File: config.mk
export PLATFORM = sky130hd
export DESIGN_NAME = mdu_ctrl
export DESIGN_NICKNAME = d
export VERILOG_FILES = /design/src/rtl/mdu_pkg.sv /design/src/rtl/mdu_lat_cnt.sv /design/src/rtl/mdu_ctrl.sv
export SDC_FILE = /design/constraint.sdc
export NUM_CORES = 1
export LEC_CHECK = 0
export BUFFER_PORTS_ARGS = -buffer_cell sky130_fd_sc_hd__buf_2
export CORE_ASPECT_RATIO = 1.5
export CORE_MARGIN = 2
export CORE_UTILIZATION = 33
export CTS_CLUSTER_DIAMETER = 30
export CTS_CLUSTER_SIZE = 12
export DETAILED_ROUTE_END_ITERATION = 10
export PLACE_DENSITY = 0.61
export SKIP_CTS_REPAIR_TIMING = 1
export SLEW_MARGIN = 20
export SYNTH_ARGS = -nofsm -noshare
export SYNTH_HDL_FRONTEND = slang
export SYNTH_SLANG_ARGS = --single-unit
File: constraint.sdc
create_clock -name clk -period 2.85 [get_ports clk]
set_clock_uncertainty 0.05 [all_clocks]
set_input_delay 0.285 -clock clk [delete_from_list [all_inputs] [get_ports clk]]
set_output_delay 0.285 -clock clk [all_outputs]
set_load 0.02 [all_outputs]
File: src/rtl/mdu_pkg.sv
// Shared definitions for the E-stage multiply/divide sequencing controller:
// MDU opcode encoding, controller state encoding and default latencies.
package mdu_pkg;

    localparam logic [3:0] OP_NONE  = 4'd0;
    localparam logic [3:0] OP_MULT  = 4'd1;
    localparam logic [3:0] OP_MULTU = 4'd2;
    localparam logic [3:0] OP_DIV   = 4'd3;
    localparam logic [3:0] OP_DIVU  = 4'd4;
    localparam logic [3:0] OP_MFHI  = 4'd5;
    localparam logic [3:0] OP_MFLO  = 4'd6;
    localparam logic [3:0] OP_MTHI  = 4'd7;
    localparam logic [3:0] OP_MTLO  = 4'd8;

    localparam int MUL_LAT_DEF = 5;
    localparam int DIV_LAT_DEF = 10;

    typedef enum logic {
        ST_IDLE = 1'b0,
        ST_RUN  = 1'b1
    } state_t;

    function automatic logic is_mul(input logic [3:0] op);
        return (op == OP_MULT) || (op == OP_MULTU);
    endfunction

    function automatic logic is_div(input logic [3:0] op);
        return (op == OP_DIV) || (op == OP_DIVU);
    endfunction

endpackage

File: src/rtl/mdu_lat_cnt.sv
// Loadable latency down-counter: load takes priority over decrement, clear
// over both; the count saturates at zero.
module mdu_lat_cnt #(
    parameter int W = 4
) (
    input  logic         clk,
    input  logic         reset,
    input  logic         load_i,
    input  logic         clear_i,
    input  logic [W-1:0] load_val_i,
    output logic [W-1:0] value_o,
    output logic         one_hit_o
);

    logic [W-1:0] cnt_q;
    logic [W-1:0] cnt_d;

    always_comb begin
        cnt_d = cnt_q;
        if (clear_i) begin
            cnt_d = '0;
        end else if (load_i) begin
            cnt_d = load_val_i;
        end else if (cnt_q != '0) begin
            cnt_d = cnt_q - 1'b1;
        end
    end

    always_ff @(posedge clk or posedge reset) begin
        if (reset) begin
            cnt_q <= '0;
        end else begin
            cnt_q <= cnt_d;
        end
    end

    assign value_o   = cnt_q;
    assign one_hit_o = (cnt_q == W'(1));

endmodule

File: src/rtl/mdu_ctrl.sv
// Sequencing controller for the shared multiply/divide unit in E.
// Optional feature: define MDU_CANCEL_EN to let 'cancel' abort or suppress ops.
module mdu_ctrl
    import mdu_pkg::*;
#(
    parameter int MUL_LAT = MUL_LAT_DEF,
    parameter int DIV_LAT = DIV_LAT_DEF
) (
    input  logic       clk,
    input  logic       reset,
    input  logic       e_valid,
    input  logic [3:0] e_md_op,
    input  logic       d_md_use,
    input  logic       cancel,
    output logic       mdu_start,
    output logic [3:0] mdu_op,
    output logic       mdu_busy,
    output logic       hilo_commit,
    output logic       hi_we,
    output logic       lo_we,
    output logic       stall_d
);

    localparam int MAX_LAT = (MUL_LAT > DIV_LAT) ? MUL_LAT : DIV_LAT;
    localparam int CNT_W   = $clog2(MAX_LAT);

    localparam logic [CNT_W-1:0] MUL_LOAD = CNT_W'(MUL_LAT - 1);
    localparam logic [CNT_W-1:0] DIV_LOAD = CNT_W'(DIV_LAT - 1);

    state_t           state_q;
    state_t           state_d;
    logic [3:0]       op_q;
    logic [3:0]       op_d;

    logic             cnt_load;
    logic             cnt_clear;
    logic [CNT_W-1:0] cnt_load_val;
    logic [CNT_W-1:0] cnt_value;
    logic             cnt_one;

    logic             cancel_act;
    logic             start_c;
    logic             commit_c;
    logic             hi_we_c;
    logic             lo_we_c;

`ifdef MDU_CANCEL_EN
    assign cancel_act = cancel;
`else
    logic unused_cancel;
    assign unused_cancel = cancel;
    assign cancel_act    = 1'b0;
`endif

    mdu_lat_cnt #(
        .W (CNT_W)
    ) u_lat_cnt (
        .clk        (clk),
        .reset      (reset),
        .load_i     (cnt_load),
        .clear_i    (cnt_clear),
        .load_val_i (cnt_load_val),
        .value_o    (cnt_value),
        .one_hit_o  (cnt_one)
    );

    always_comb begin
        state_d      = state_q;
        op_d         = op_q;
        start_c      = 1'b0;
        commit_c     = 1'b0;
        hi_we_c      = 1'b0;
        lo_we_c      = 1'b0;
        cnt_load     = 1'b0;
        cnt_clear    = 1'b0;
        cnt_load_val = '0;

        case (state_q)
            ST_IDLE: begin
                // Decode is gated by reset so every output stays low while it is held.
                if (!reset && !cancel_act && e_valid) begin
                    if (is_mul(e_md_op) || is_div(e_md_op)) begin
                        start_c      = 1'b1;
                        op_d         = e_md_op;
                        cnt_load     = 1'b1;
                        cnt_load_val = is_mul(e_md_op) ? MUL_LOAD : DIV_LOAD;
                        state_d      = ST_RUN;
                    end
                    hi_we_c = (e_md_op == OP_MTHI);
                    lo_we_c = (e_md_op == OP_MTLO);
                end
            end
            ST_RUN: begin
                if (cancel_act) begin
                    cnt_clear = 1'b1;
                    op_d      = OP_NONE;
                    state_d   = ST_IDLE;
                end else if (cnt_one || cnt_value == '0) begin
                    // A zero count here is unreachable; it only guards against lock-up.
                    commit_c = cnt_one;
                    op_d     = OP_NONE;
                    state_d  = ST_IDLE;
                end
            end
            default: begin
                state_d = ST_IDLE;
                op_d    = OP_NONE;
            end
        endcase
    end

    always_ff @(posedge clk or posedge reset) begin
        if (reset) begin
            state_q <= ST_IDLE;
            op_q    <= OP_NONE;
        end else begin
            state_q <= state_d;
            op_q    <= op_d;
        end
    end

    assign mdu_start   = start_c;
    assign mdu_op      = start_c ? e_md_op : op_q;
    assign mdu_busy    = start_c | (state_q == ST_RUN);
    assign hilo_commit = commit_c;
    assign hi_we       = hi_we_c;
    assign lo_we       = lo_we_c;
    assign stall_d     = d_md_use & mdu_busy;

endmodule

Word level (Yosys, flattened, before mapping)
Cells that the tools add are included.
{ "word_totals": {"word_cells": 49, "ff_bits": 9, "output_inout_bits": 10, "in_bits": 9} }
{ "op_classes": {"addsub": 1, "bitwise": 3, "reduce_logical": 10, "n_eq_ne": 10, "muxes": 22} }
{ "op_table": {"columns": ["op", "count"], "rows": [
  ["4-bit 2-to-1 mux", 10],
  ["1-bit 2-to-1 mux", 10],
  ["4-bit by 1-bit == test with 1-bit output, second input constant", 2],
  ["4-bit by 2-bit == test with 1-bit output, second input constant", 2],
  ["4-bit by 3-bit == test with 1-bit output, second input constant", 2],
  ["4-bit one-hot mux with 2 select lines", 1],
  ["4-bit == test, second input constant", 1],
  ["4-bit zero test", 1],
  ["1-bit logical OR", 4],
  ["2-bit inequality test, second input constant", 2],
  ["4-bit nonzero test", 1],
  ["4-bit by 1-bit subtractor with 4-bit output, second input constant", 1],
  ["3-bit AND reduction", 1],
  ["2-bit by 1-bit inequality test with 1-bit output, second input constant", 1],
  ["1-bit one-hot mux with 2 select lines", 1],
  ["2-bit nonzero test", 1],
  ["1-bit bitwise AND", 1],
  ["1-bit logical AND", 1],
  ["1-bit zero test", 1],
  ["1-bit inverter", 1],
  ["1-bit bitwise OR", 1]
]} }

Logic depth before layout (Yosys ltp)
{ "depth": {"depth_word": 8, "ltp_mapped": 6, "mapped_depth_nobuf": 6} }

By module
Synthesis repeated with hierarchy kept, for this count alone.
{ "unflattened": {"hier_cells": 84, "area_unflattened_um2": 730.7} }
{ "by_module_without_submodules": {"columns": ["module", "cells_per_inst", "n_inst", "area_each_um2", "seq_area_each_um2"], "rows": [
  ["mdu_ctrl", 57, 1, 461.7, 125.1],
  ["mdu_lat_cnt", 27, 1, 269.0, 100.1]
]} }

Worst setup path before layout
No wires, ideal clock.
{ "synth_timing": {"path_type": "register to register", "startpoint": "reg u_lat_cnt.cnt_q[0] (netlist: u_lat_cnt.value_o[0])", "endpoint": "reg u_lat_cnt.cnt_q[0] (netlist: u_lat_cnt.value_o[0])", "path_buffers": 0, "path_stages_with_launch": 7, "setup_time_ns": 0.126, "arrival_time_ns": 1.731, "synth_period_minus_slack_ns": 1.907, "required_time_ns": 2.674, "slack_ns": 0.943, "path_cell_list": "dfrtp_1 > inv_1 > ha_1 > or3b_2 > xnor2_1 > nand2b_1 > a221o_2"} }
{ "synth_via": {"elab_chain_len": 3, "elab_cells_between_ends": 5, "cone_classes": "add/sub: 1; mux: 2; reduce/logical: 2"} }
{ "synth_rtl": {"columns": ["element", "line_no", "text"], "rows": [
  ["start: declaration", "mdu_lat_cnt.sv:15", "logic [W-1:0] cnt_q;"],
  ["start signal: assignment", "mdu_lat_cnt.sv:33", "cnt_q <= cnt_d;"],
  ["4-bit by 1-bit subtractor with 4-bit output", "mdu_lat_cnt.sv:25", "cnt_d = cnt_q - 1'b1;"],
  ["4-bit 2-to-1 mux", "mdu_lat_cnt.sv:24", "end else if (cnt_q != '0) begin"],
  ["4-bit 2-to-1 mux", "mdu_lat_cnt.sv:22", "end else if (load_i) begin"]
]} }
Parallel ways exist; a longest one is shown, timed or not. The select of a mux whose other input is x is not followed.
A chain may end at the register's enable or synchronous reset.

Worst setup path after layout
{ "layout_timing": {"startpoint": "in reset", "endpoint": "out mdu_op[0]"} }
{ "layout_via": {"elab_chain_len": 5} }
{ "layout_rtl": {"columns": ["element", "line_no", "text"], "rows": [
  ["start: declaration", "mdu_ctrl.sv:10", "input logic reset,"],
  ["1-bit zero test (no line)", null, null],
  ["1-bit logical AND", "mdu_ctrl.sv:81", "if (!reset && !cancel_act && e_valid) begin"],
  ["1-bit 2-to-1 mux", "mdu_ctrl.sv:81", null],
  ["1-bit 2-to-1 mux", "mdu_ctrl.sv:78", "case (state_q)"],
  ["4-bit 2-to-1 mux", "mdu_ctrl.sv:123", "assign mdu_op = start_c ? e_md_op : op_q;"],
  ["end: declaration", "mdu_ctrl.sv:16", "output logic [3:0] mdu_op,"]
]} }
No other way between the ends.

==> flow_summary.ini <==
[drt]
drt_iter0_markers = 2
wl_per_cell_um = 11.7
vias = 541
vias_per_cell = 5.01
ant_nets = 0
routed_wl_mm = 1.26
drt_pass1_iterations = 2
drc = 0

[sta]
final.setup.tns_ns = 0
drv_slew = 0
worst_pin_slew_ns = 0.360
hold_slack_ns = 0.278
min_period_ns = 2.41
hold_viol_final = 0
setup_viol = 0
relSlewSlack = 0.760
fin_ws_ns = 0.444
rsz0062_at_grt = no
fmax_mhz = 416
finalCritPeriodShare = 0.844

[setup_path]
cp.arrival_ns = 2.07
start_kind = primary input
regToRegSetupSlack_ns = 0.82
r2r-start = u_lat_cnt.value_o[0]
crit_path_end = mdu_op[0]
reg2regPathDepth = 6
path_class = in2out
endpoint_kind = output pin
r2r_end = u_lat_cnt.value_o[0]
critPathRequiredTime_ns = 2.52
crit_fanout = 11
crit_start = reset

[synth]
synth_top_area_share = 0.342
yosysTopAreaCell = dfrtp_1
ys.flop_type = dfrtp_1
synthTopCellsByCount = dfrtp_1 (9), nor2_1 (9), inv_1 (5)
synth_area_per_cell_um2 = 9.84
synthDistinctLibCells = 33
syn_area_um2 = 659
ys_seq_elements = 9
synth_top_cells_by_area = dfrtp_1 (34%), mux2_4 (6.8%), ha_1 (5.7%), nor2_1 (5.1%), a22o_2 (4.6%)
syn_nets = 79
async_reset_ff_frac = 1.00
seq_area_frac_synth = 0.342
yosys_warnings = 0
synth_edf_count = 0
synth_cells = 67

[floorplan]
core_area_mm2 = 0.00185
die_w_um = 40.5
num_io_pins = 19
initial_core_util = 0.356
die_height_um = 58.7
die_area_mm2 = 0.00238
std_cell_rows = 19

[placed_design]
io_buffer_count = 17
place.detailed.hpwl_mm = 1.02
dp_slack_ns = 0.813
routabilityCongestion = 0.777
placed_area_um2 = 748

[flow_run]
max_cap_violations = 0

[pwr]
p_int_mw = 0.407
powerDensity_mw_per_mm2 = 847
p_clk_frac = 0.151
combPwrFrac = 0.507
p_leak_nw = 0.398
power_mw = 0.664
p_seq_frac = 0.342
max-vdd-ir-drop_v = 0.000392
netSwitchingPower_mw = 0.258
netSwitchingFraction = 0.388

[clock_tree]
cts_tree = done
cts_root_buf = clkbuf_4
cts_htree_levels = 1
clkSlewWorstSetupHoldPaths_ns = 0.07
clock_latency_ns = 0.26
cts_made_buffers = 3
clk_path_buf_depth = 2
cts_num_sinks = 9

[finish]
antenna_cells = 0
syn2layout_area_growth_pct = 19.0
fin_nets = 100
design_area_um2 = 785
fillers = 192
drive_gt1_frac = 0.391

[global_routing]
grt_usage = 0.143
grt_pass1_wl_mm = 2.30
grt_pass1_vias = 522
antenna_found_initial = 0
overflow = 0
grt_max_degree = 12

[status]
status = complete, no violations

[hold_path]
holdPathStages = 2
hp-class = in2reg
-- power groups by stage --
| stage | Clock [mW] | Sequential (mW) | Combinational (mW) |
|---|---|---|---|
| 2_1_floorplan | 0 | 0.216 | 0.275 |
| 3_3_place_gp | 0 | 0.229 | 0.334 |
| 3_5_place_dp | 0 | 0.230 | 0.339 |
| 4_1_cts | 0.106 | 0.229 | 0.342 |
| 5_1_grt | 0.112 | 0.238 | 0.385 |
| 6_report | 0.100 | 0.227 | 0.337 |
-- stage by stage --
step           instances   util
2_1_floorplan         67      -
3_3_place_gp         103  0.404
3_5_place_dp         103  0.404
4_1_cts              107  0.418
5_1_grt              108  0.423
6_report             108  0.423
-- cells by family after synthesis --
kind of cell | share of synthesized area
simple gates | 0.273
compound gates | 0.169
flops | 0.342
buf+inv | 0.0626
mux | 0.0835
fa+ha+maj | 0.0569
xor+xnor | 0.0133
-- per-layer routing --
metal	share of wire	track usage	up-vias
met5	0	0	-
met1	0.41	0.179	252
li1	-	-	278
met2	0.54	0.220	9
met3	0.035	0.0226	2
met4	0.0079	0.0857	0
-- cell usage in the layout, fill, tap and decap left out, types with 2 or more instances in the layout --
master	count
a21oi_1	2
a22o_2	3
and2_1	2
buf_2	17
clkbuf_4	3
dfrtp_1	9
ha_1	3
inv_1	5
mux2_4	3
nand2_1	3
nand2b_1	2
nor2_1	9
nor2b_1	2
o21ai_0	2
-- registers in the layout (all words and copies together), names as in the netlist --
signal	flops
u_lat_cnt.value_o	4
op_q	4
state_q	1
-- area by class of cell --
class / count / area, µm² / area share
repair buffers: 18 / 95.1 / 0.121
flip-flops and latches: 9 / 225 / 0.287
well taps: 21 / 26.3 / 0.0335
clock buffers: 4 / 26.3 / 0.0335
inverters: 5 / 18.8 / 0.0239
multi-input cells: 51 / 393 / 0.501
-- worst max-delay path, stage by stage --
cell and delay (ns):
dlygate4sd3_1 0.53, buf_2 0.14, nor4b_4 0.31, and3_4 0.33
mux2_4 0.31, buf_2 0.16
-- worst min path at each step --
stage	endpoint	slack [ns]	startpoint
finish	op_q[1]	0.28	e_md_op[1]
global route	op_q[1]	0.29	e_md_op[1]
CTS	op_q[0]	-0.03	reset
detailed placement	op_q[0]	0.27	reset
global placement	op_q[0]	0.26	reset
floorplan	op_q[0]	0.06	reset
No activity file was read; power rests on OpenSTA's default activity.
